### src/rtl/egg_timer_pkg.sv
// egg_timer_pkg: shared state encoding and BCD limits for the egg timer
package egg_timer_pkg;
  typedef enum logic [1:0] {SET = 2'd0, RUN = 2'd1, PAUSE = 2'd2, ALARM = 2'd3} state_t;
  localparam logic [3:0] DIGIT_MAX = 4'd9;
  localparam logic [3:0] SEC_TENS_MAX = 4'd5;
endpackage

### src/rtl/egg_timer_if.sv
// egg_timer_if: tick/button inputs and MM:SS display/status outputs of the countdown core
interface egg_timer_if;
  logic tick_1Hz, btn_start, btn_min, btn_sec, btn_clear;
  logic [3:0] min_tens, min_ones, sec_tens, sec_ones;
  logic running, alarm;
  modport master (output tick_1Hz, btn_start, btn_min, btn_sec, btn_clear,
                  input min_tens, min_ones, sec_tens, sec_ones, running, alarm);
  modport slave (input tick_1Hz, btn_start, btn_min, btn_sec, btn_clear,
                 output min_tens, min_ones, sec_tens, sec_ones, running, alarm);
endinterface

### src/rtl/egg_timer_edge_rise.sv
// edge_rise: registered one-cycle pulse per rising edge of a level input
module edge_rise (
  input  logic CLK100Mhz,
  input  logic reset,
  input  logic d,
  output logic pulse
);
  logic d_q, armed;
  // armed stays low for the first cycle after reset so a level already high at release is not an edge
  always_ff @(posedge CLK100Mhz) begin
    if (reset) begin
      d_q <= 1'b0;
      armed <= 1'b0;
      pulse <= 1'b0;
    end else begin
      d_q <= d;
      armed <= 1'b1;
      pulse <= d & ~d_q & armed;
    end
  end
endmodule

### src/rtl/egg_timer_ctrl.sv
// egg_timer_ctrl: set/run/pause/alarm countdown core with BCD MM:SS arithmetic
module egg_timer_ctrl
  import egg_timer_pkg::*;
#(
  parameter int ALARM_SECS = 10,
  parameter int MAX_MIN = 99
) (
  input logic CLK100Mhz,
  input logic reset,
  egg_timer_if.slave bus
);
  localparam int CW = $clog2(ALARM_SECS + 1);
  localparam logic [CW-1:0] ALARM_CNT = CW'(ALARM_SECS);
  localparam logic [3:0] MT_MAX = 4'(MAX_MIN / 10);
  localparam logic [3:0] MO_MAX = 4'(MAX_MIN % 10);
  state_t state, nxt;
  logic [3:0] mt, mo, st, so, mt_n, mo_n, st_n, so_n;
  logic [3:0] si_o, si_t, mi_o, mi_t, sd_o, sd_t, md_o, md_t;
  logic [CW-1:0] cnt, cnt_n;
  logic [4:0] raw, ev;
  logic tick_ev, start_ev, min_ev, sec_ev, clr_ev;
  logic b0, b1, b2, min_top, dec_zero, nz;
  assign raw = {bus.tick_1Hz, bus.btn_start, bus.btn_min, bus.btn_sec, bus.btn_clear};
  assign {tick_ev, start_ev, min_ev, sec_ev, clr_ev} = ev;
  for (genvar i = 0; i < 5; i++) begin : g_edge
    edge_rise u_edge (.CLK100Mhz(CLK100Mhz), .reset(reset), .d(raw[i]), .pulse(ev[i]));
  end
  assign si_o = so == DIGIT_MAX ? 4'd0 : so + 4'd1;
  assign si_t = so != DIGIT_MAX ? st : st == SEC_TENS_MAX ? 4'd0 : st + 4'd1;
  assign min_top = mt == MT_MAX && mo == MO_MAX;
  assign mi_o = (min_top || mo == DIGIT_MAX) ? 4'd0 : mo + 4'd1;
  assign mi_t = min_top ? 4'd0 : mo == DIGIT_MAX ? mt + 4'd1 : mt;
  // borrow chain: each stage borrows only when every lower stage wrapped
  assign b0 = so == 4'd0;
  assign b1 = b0 && st == 4'd0;
  assign b2 = b1 && mo == 4'd0;
  assign sd_o = b0 ? DIGIT_MAX : so - 4'd1;
  assign sd_t = !b0 ? st : b1 ? SEC_TENS_MAX : st - 4'd1;
  assign md_o = !b1 ? mo : b2 ? DIGIT_MAX : mo - 4'd1;
  assign md_t = b2 ? mt - 4'd1 : mt;
  assign dec_zero = {md_t, md_o, sd_t, sd_o} == 16'd0;
  assign nz = {mt, mo, st, so} != 16'd0;
  always_comb begin
    nxt = state;
    {mt_n, mo_n, st_n, so_n} = {mt, mo, st, so};
    cnt_n = cnt;
    if (clr_ev) begin
      nxt = SET;
      {mt_n, mo_n, st_n, so_n} = '0;
      cnt_n = '0;
    end else begin
      case (state)
        SET: begin
          if (start_ev && nz) nxt = RUN;
          else begin
            if (min_ev) {mt_n, mo_n} = {mi_t, mi_o};
            if (sec_ev) {st_n, so_n} = {si_t, si_o};
          end
        end
        RUN: begin
          if (start_ev) nxt = PAUSE;
          else if (tick_ev) begin
            {mt_n, mo_n, st_n, so_n} = {md_t, md_o, sd_t, sd_o};
            if (dec_zero) nxt = ALARM;
          end
        end
        PAUSE: if (start_ev) nxt = RUN;
        ALARM: begin
          if (start_ev) begin
            nxt = SET;
            cnt_n = '0;
          end else if (tick_ev) begin
            cnt_n = cnt + 1'b1;
            if (cnt_n == ALARM_CNT) begin
              nxt = SET;
              cnt_n = '0;
            end
          end
        end
        default: nxt = SET;
      endcase
    end
  end
  always_ff @(posedge CLK100Mhz) begin
    if (reset) begin
      state <= SET;
      {mt, mo, st, so} <= '0;
      cnt <= '0;
    end else begin
      state <= nxt;
      {mt, mo, st, so} <= {mt_n, mo_n, st_n, so_n};
      cnt <= cnt_n;
    end
  end
  assign bus.min_tens = mt;
  assign bus.min_ones = mo;
  assign bus.sec_tens = st;
  assign bus.sec_ones = so;
  assign bus.running = state == RUN;
  assign bus.alarm = state == ALARM;
endmodule

### src/flat_wrapper.sv
// flat-port wrapper written by rule: the top's interface ports become plain ports
module egg_timer_ctrl_flat import egg_timer_pkg::*;
#(
  parameter int ALARM_SECS = 10,
  parameter int MAX_MIN = 99
)
  (CLK100Mhz, reset, bus_tick_1Hz, bus_btn_start, bus_btn_min, bus_btn_sec, bus_btn_clear, bus_min_tens, bus_min_ones, bus_sec_tens, bus_sec_ones, bus_running, bus_alarm);
  egg_timer_if bus_i ();
  input logic CLK100Mhz;
  input logic reset;
  input wire logic [$bits(bus_i.tick_1Hz)-1:0] bus_tick_1Hz;
  input wire logic [$bits(bus_i.btn_start)-1:0] bus_btn_start;
  input wire logic [$bits(bus_i.btn_min)-1:0] bus_btn_min;
  input wire logic [$bits(bus_i.btn_sec)-1:0] bus_btn_sec;
  input wire logic [$bits(bus_i.btn_clear)-1:0] bus_btn_clear;
  output wire logic [$bits(bus_i.min_tens)-1:0] bus_min_tens;
  output wire logic [$bits(bus_i.min_ones)-1:0] bus_min_ones;
  output wire logic [$bits(bus_i.sec_tens)-1:0] bus_sec_tens;
  output wire logic [$bits(bus_i.sec_ones)-1:0] bus_sec_ones;
  output wire logic [$bits(bus_i.running)-1:0] bus_running;
  output wire logic [$bits(bus_i.alarm)-1:0] bus_alarm;
  assign bus_i.tick_1Hz = bus_tick_1Hz;
  assign bus_i.btn_start = bus_btn_start;
  assign bus_i.btn_min = bus_btn_min;
  assign bus_i.btn_sec = bus_btn_sec;
  assign bus_i.btn_clear = bus_btn_clear;
  assign bus_min_tens = bus_i.min_tens;
  assign bus_min_ones = bus_i.min_ones;
  assign bus_sec_tens = bus_i.sec_tens;
  assign bus_sec_ones = bus_i.sec_ones;
  assign bus_running = bus_i.running;
  assign bus_alarm = bus_i.alarm;
  egg_timer_ctrl #(.ALARM_SECS(ALARM_SECS), .MAX_MIN(MAX_MIN)) u_core (.CLK100Mhz(CLK100Mhz), .reset(reset), .bus(bus_i));
endmodule
### config.mk
export PLATFORM = sky130hd
export DESIGN_NAME = egg_timer_ctrl_flat
export DESIGN_NICKNAME = d
export VERILOG_FILES = /design/src/rtl/egg_timer_pkg.sv /design/src/rtl/egg_timer_if.sv /design/src/rtl/egg_timer_edge_rise.sv /design/src/rtl/egg_timer_ctrl.sv /design/src/flat_wrapper.sv
export SDC_FILE = /design/constraint.sdc
export NUM_CORES = 1
export LEC_CHECK = 0
export BUFFER_PORTS_ARGS = -buffer_cell sky130_fd_sc_hd__buf_2
export CAP_MARGIN = 0
export CORE_ASPECT_RATIO = 1.4
export CORE_MARGIN = 8
export CORE_UTILIZATION = 30
export DETAILED_ROUTE_END_ITERATION = 6
export PLACE_DENSITY = 0.54
export SLEW_MARGIN = 0
export SYNTH_ARGS = -nofsm -noshare
export SYNTH_HDL_FRONTEND = slang
export SYNTH_SLANG_ARGS = --single-unit
### constraint.sdc
create_clock -name CLK100Mhz -period 3.8 [get_ports CLK100Mhz]
set_input_delay 0.76 -clock CLK100Mhz [delete_from_list [all_inputs] [get_ports CLK100Mhz]]
set_output_delay 0.76 -clock CLK100Mhz [all_outputs]
set_load 0.02 [all_outputs]
# Yosys cells after proc, flatten, opt, wreduce, memory -nomap -nowiden
# Cells that the tools add are included.
word_totals:
  input_bits: 7
  out_inout_bits: 18
  reg_bits: 33
op_classes:
  reduce_logical: 20
  mux: 45
  eq_ne: 22
  bitwise_logic: 15
  add_sub_neg: 9
ops:
  columns: ["cell", "count"]
  rows:
  - ["2-to-1 mux 4 bit", 31]
  - ["one-hot mux 4 bit (2 select lines)", 4]
  - ["adder 4 x 1 -> 4 bit, second input constant", 5]
  - ["AND reduction 6 bit", 3]
  - ["== test 4 bit, second input constant", 4]
  - ["logical NOT 16 bit", 1]
  - ["2-to-1 mux 2 bit", 8]
  - ["nonzero test 16 bit", 1]
  - ["subtractor 4 x 1 -> 4 bit, second input constant", 4]
  - ["inequality test 3 x 1 -> 1 bit, second input constant", 5]
  - ["logical NOT 4 bit", 3]
  - ["inequality test 2 bit, second input constant", 6]
  - ["AND 1 bit", 10]
  - ["AND reduction 5 bit", 2]
  - ["one-hot mux 2 bit (4 select lines)", 1]
  - ["NOT 1 bit", 5]
  - ["== test 2 bit, second input constant", 2]
  - ["== test 4 x 3 -> 1 bit, second input constant", 1]
  - ["logical AND 1 bit", 4]
  - ["inequality test 2 x 1 -> 1 bit, second input constant", 2]
  - ["inequality test 4 bit, second input constant", 1]
  - ["nonzero test 2 bit", 2]
  - ["== test 2 x 1 -> 1 bit, second input constant", 1]
  - ["logical NOT 2 bit", 1]
  - ["4 further kinds", 4]

# Longest topological paths before layout
logic_depth:
  word_depth: 10
  ltp_mapped: 9

# By module
# A second synthesis with hierarchy kept.
hier_totals:
  cells_unflattened: 282
  area_unflattened_um2: 2307.2
by_module_without_submodules:
  columns: ["module", "cells_each", "seq_area_each_um2", "n_inst", "area_per_inst_um2"]
  rows:
  - ["egg_timer_ctrl", 252, 440.4, 1, 1881.8]
  - ["edge_rise", 6, 60.1, 5, 85.1]

# Worst setup path after synthesis
# Ideal clock, no wire load.
synth_path:
  kind: "flip-flop to flip-flop"
  from: "register u_core.st[1], in the netlist u_core.bus.sec_tens[1]"
  to: "register u_core.so[2], in the netlist u_core.bus.sec_ones[2]"
  arrival_time_ns: 2.226
  slack_ns: 1.486
  stages_incl_launch_ff: 10
  path_buffers: 1
  path_cell_list: "dfxtp_1 -> inv_1 -> ha_1 -> or3b_1 -> clkbuf_1 -> o41ai_4 -> nand2b_2 -> a21oi_4 -> a21oi_1 -> a311oi_2"
synth_between:
  elab_chain_cells: 4
synth_rtl:
  columns: ["item", "line", "source"]
  rows:
  - ["from (decl)", "egg_timer_ctrl.sv:17", "logic [3:0] mt, mo, st, so, mt_n, mo_n, st_n, so_n;"]
  - ["from (signal assigned)", "egg_timer_ctrl.sv:91", "{mt, mo, st, so} <= {mt_n, mo_n, st_n, so_n};"]
  - ["nonzero test 16 bit", "egg_timer_ctrl.sv:42", "assign nz = {mt, mo, st, so} != 16'd0;"]
  - ["logical AND 1 bit", "egg_timer_ctrl.sv:54", "if (start_ev && nz) nxt = RUN;"]
  - ["inequality test 2 bit (no source line)", null, null]
  - ["AND reduction 5 bit (no source line)", null, null]
  - ["to (signal assigned)", "egg_timer_ctrl.sv:91", null]
  - ["to (decl)", "egg_timer_ctrl.sv:17", null]
# Every way passes these cells.
# A chain may end at the register's enable or synchronous reset.

# Worst setup path in the final report
layout_path:
  from: "register u_core.state[1]"
  to: "output bus_running"
layout_between:
  elab_chain_cells: 1
layout_rtl:
  columns: ["item", "line", "source"]
  rows:
  - ["from (decl)", "egg_timer_ctrl.sv:16", "state_t state, nxt;"]
  - ["from (signal assigned)", "egg_timer_ctrl.sv:90", "state <= nxt;"]
  - ["== test 2 x 1 -> 1 bit", "egg_timer_ctrl.sv:99", "assign bus.running = state == RUN;"]
  - ["to (decl)", "flat_wrapper.sv:20", "output wire logic [$bits(bus_i.running)-1:0] bus_running;"]
# Every way passes these cells.

==> flow_metrics.py <==
metrics = {
    "status": {
        "outcome": "complete, no violations",
    },
    "clocking": {
        "clockBufferDepth": 2,
        "cts_inserted_buffers": 5,
        "ctsResizeCount": 0,
        "clockRootBuffer": "clkbuf_8",
        "cts_tree": "done",
        "cts.sinks": 33,
        "htreeDepth": 2,
        "clk_pin_slew_ps": 80,
        "post_cts_buffers": 0,
        "insertion_delay_ps": 290,
        "ctsHoldBuffers": 0,
    },
    "final_layout": {
        "fin_nets": 333,
        "syn_to_final_growth_pct": 12.3,
        "drive_gt1_share_pct": 15.1,
        "diodes": 0,
    },
    "critical_path": {
        "cp-end-kind": "output pin",
        "criticalPathCategory": "reg2out",
        "crit_fanout": 22,
        "startpoint_type": "register",
        "cp.arrival_ps": 1830,
        "critPathRequiredTime_ps": 3040,
    },
    "route": {
        "vias_per_cell": 5.23,
        "vias": 2154,
        "drt-total-wl_um": 5940,
        "drc": 0,
        "ant_nets": 0,
        "dr.pass1.iters": 4,
        "wl_per_cell_um": 14.4,
        "drt_iter0_markers": 129,
    },
    "yosys": {
        "yosysTopAreaCell": "dfxtp_1",
        "ys_seq_elements": 33,
        "syn_area_um2": 2330,
        "avgSynthCellArea_um2": 7.81,
        "synth-seq-area-share_pct": 28.4,
        "ys_types": 58,
        "yosysMostFrequentCell": "dfxtp_1",
        "synth_top_area_share_pct": 28.4,
        "netlist_instances": 298,
        "synthesis.nets": 320,
        "synthArstFlopShare_pct": 0,
        "synth_commonest_cells": "33 x dfxtp_1, 30 x nand2_1, 25 x a21oi_1, 23 x nor2_1, 19 x o21ai_0",
        "synth_ff_type": "dfxtp_1",
        "ys_top_cells_by_area": "dfxtp_1 28%, ha_1 8.1%, a21oi_1 5.4%, nand2_1 4.8%, o21ai_0 4.1%",
        "synth_edf_count": 0,
        "yosysWarnings": 0,
    },
    "placement": {
        "place.gp.congestion": 0.814,
        "dpl_worst_slack_ps": 1390,
        "port_buffers": 24,
        "dpl.hpwl_um": 4370,
    },
    "global_routing": {
        "antenna_found_initial": 0,
        "grt_pass1_vias": 2070,
        "grt_usage_pct": 11.1,
        "grt_max_degree": 23,
        "grt_pass1_wl_um": 10000,
        "overflow": 0,
    },
    "sta": {
        "finalSetupViolations": 0,
        "slew_headroom_pct": 39.6,
        "hold_viol": 0,
        "worst_pin_slew_ps": 906,
        "setup_tns_ps": 0,
        "fmax_mhz": 386,
        "finalCritPeriodShare_pct": 68.3,
        "fin_ws_ps": 1210,
        "skew_ps": 15.7,
        "slew_viol_final": 0,
        "grt_setup_unrepaired": "false",
        "finalCriticalPeriod_ps": 2590,
    },
    "floorplanning": {
        "die_h_um": 120,
        "io_pins": 25,
        "row_count": 38,
        "fp.dieArea_um2": 10900,
        "core-area_um2": 7650,
        "die_w_um": 90.4,
        "start_util_pct": 30.4,
    },
    "flow_run": {
        "drv_cap": 0,
    },
    "power": {
        "vdd_drop_max_mv": 0.258,
        "powerDensity_nw_per_um2": 307,
        "p_leak_nw": 0.976,
    },
    "hold_path": {
        "hold_class": "reg2reg",
    },
}
-- stage by stage --
| step | utilization [%] | hold slack, ps | total power [mW] | instance area (um^2) | instances |
|---|---|---|---|---|---|
| floorplan | - | 462 | 0.435 | 2330 | 298 |
| global placement | 32.6 | 487 | 0.457 | 2500 | 404 |
| detailed placement | 32.6 | 489 | 0.457 | 2500 | 404 |
| CTS | 34.1 | 500 | 0.813 | 2610 | 412 |
| global route | 34.1 | 522 | 0.839 | 2610 | 412 |
| finish | 34.1 | 497 | 0.803 | 2610 | 412 |
-- critical path, stage by stage, from the launching register on --
cell	delay, ps
dfxtp_1	460
nand2b_1	750
inv_1	130
buf_2	200
-- metal layers --
| layer | routed length (um) | global-route usage [%] | share of wire [%] |
|---|---|---|---|
| met5 | 0 | 0 | 0 |
| met4 | 82 | 4.39 | 1.4 |
| met3 | 216 | 2.73 | 3.6 |
| met2 | 3110 | 20.0 | 52 |
| met1 | 2530 | 12.3 | 43 |
-- kinds of logic (layout without fill, tap and decap cells) --
group	after synthesis	count (layout)	share of synthesized area, %
DFF	33	33	28.4
AOI/OAI and AO/OA	89	89	26.9
xor gates and xnor gates	2	2	0.753
buffers and inverters	35	49	6.13
muxes	4	4	1.72
and+or+nand+nor	120	120	28.0
adders and majority gates	15	15	8.06
-- cell usage in the layout, fill, tap and decap left out, types with 6 or more instances in the layout --
master and n:
dfxtp_1 33, nand2_1 30, a21oi_1 25, buf_2 24, nor2_1 23, o21ai_0 19
inv_1 16, ha_1 15, nand3_1 13, nor2b_1 7, and3b_1 6, a31oi_1 6
clkbuf_8 6
-- layout make-up --
type	instances	area [um^2]
Clock inverter	1	30.0
Inverter	16	60.1
Tap cell	100	125
Timing Repair Buffer	25	128
Clock buffer	7	86.3
Multi-Input combinational cell	230	1520
Fill cell	800	5040
Sequential cell	33	661
-- worst paths after layout --
path | startpoint | to | slack, ps | depth (start not counted)
worst max register to register | u_core.bus.sec_tens[1]$_SDFFE_PP0P_ | u_core.bus.sec_ones[2]$_SDFFE_PP0P_ | 1360 | 8
worst max-delay path | u_core.state[1]$_SDFFE_PP0P_ | bus_running | 1210 | 3
worst min register to register | u_core.g_edge[4].u_edge.d_q$_SDFF_PP0_ | u_core.g_edge[4].u_edge.pulse$_SDFF_PP0_ | 500 | 1
worst min-delay path | u_core.g_edge[4].u_edge.d_q$_SDFF_PP0_ | u_core.g_edge[4].u_edge.pulse$_SDFF_PP0_ | 500 | 1
-- registers in the layout, summed over array words and instances, names as in the netlist --
name                        count
u_core.g_edge.u_edge.pulse      5
u_core.bus.sec_tens             4
u_core.state                    2
u_core.cnt                      4
u_core.bus.min_ones             4
u_core.g_edge.u_edge.armed      1
u_core.bus.min_tens             4
u_core.bus.sec_ones             4
u_core.g_edge.u_edge.d_q        5
-- where the power goes --
part	switching [mW]	leakage, nW	total [mW]	internal, mW
clock	0.140	0.0585	0.354	0.214
sequential	0.00985	0.268	0.363	0.353
combinational	0.0527	0.649	0.0850	0.0323
total	0.203	0.976	0.803	0.600
Power figures use the tool's default switching activity.
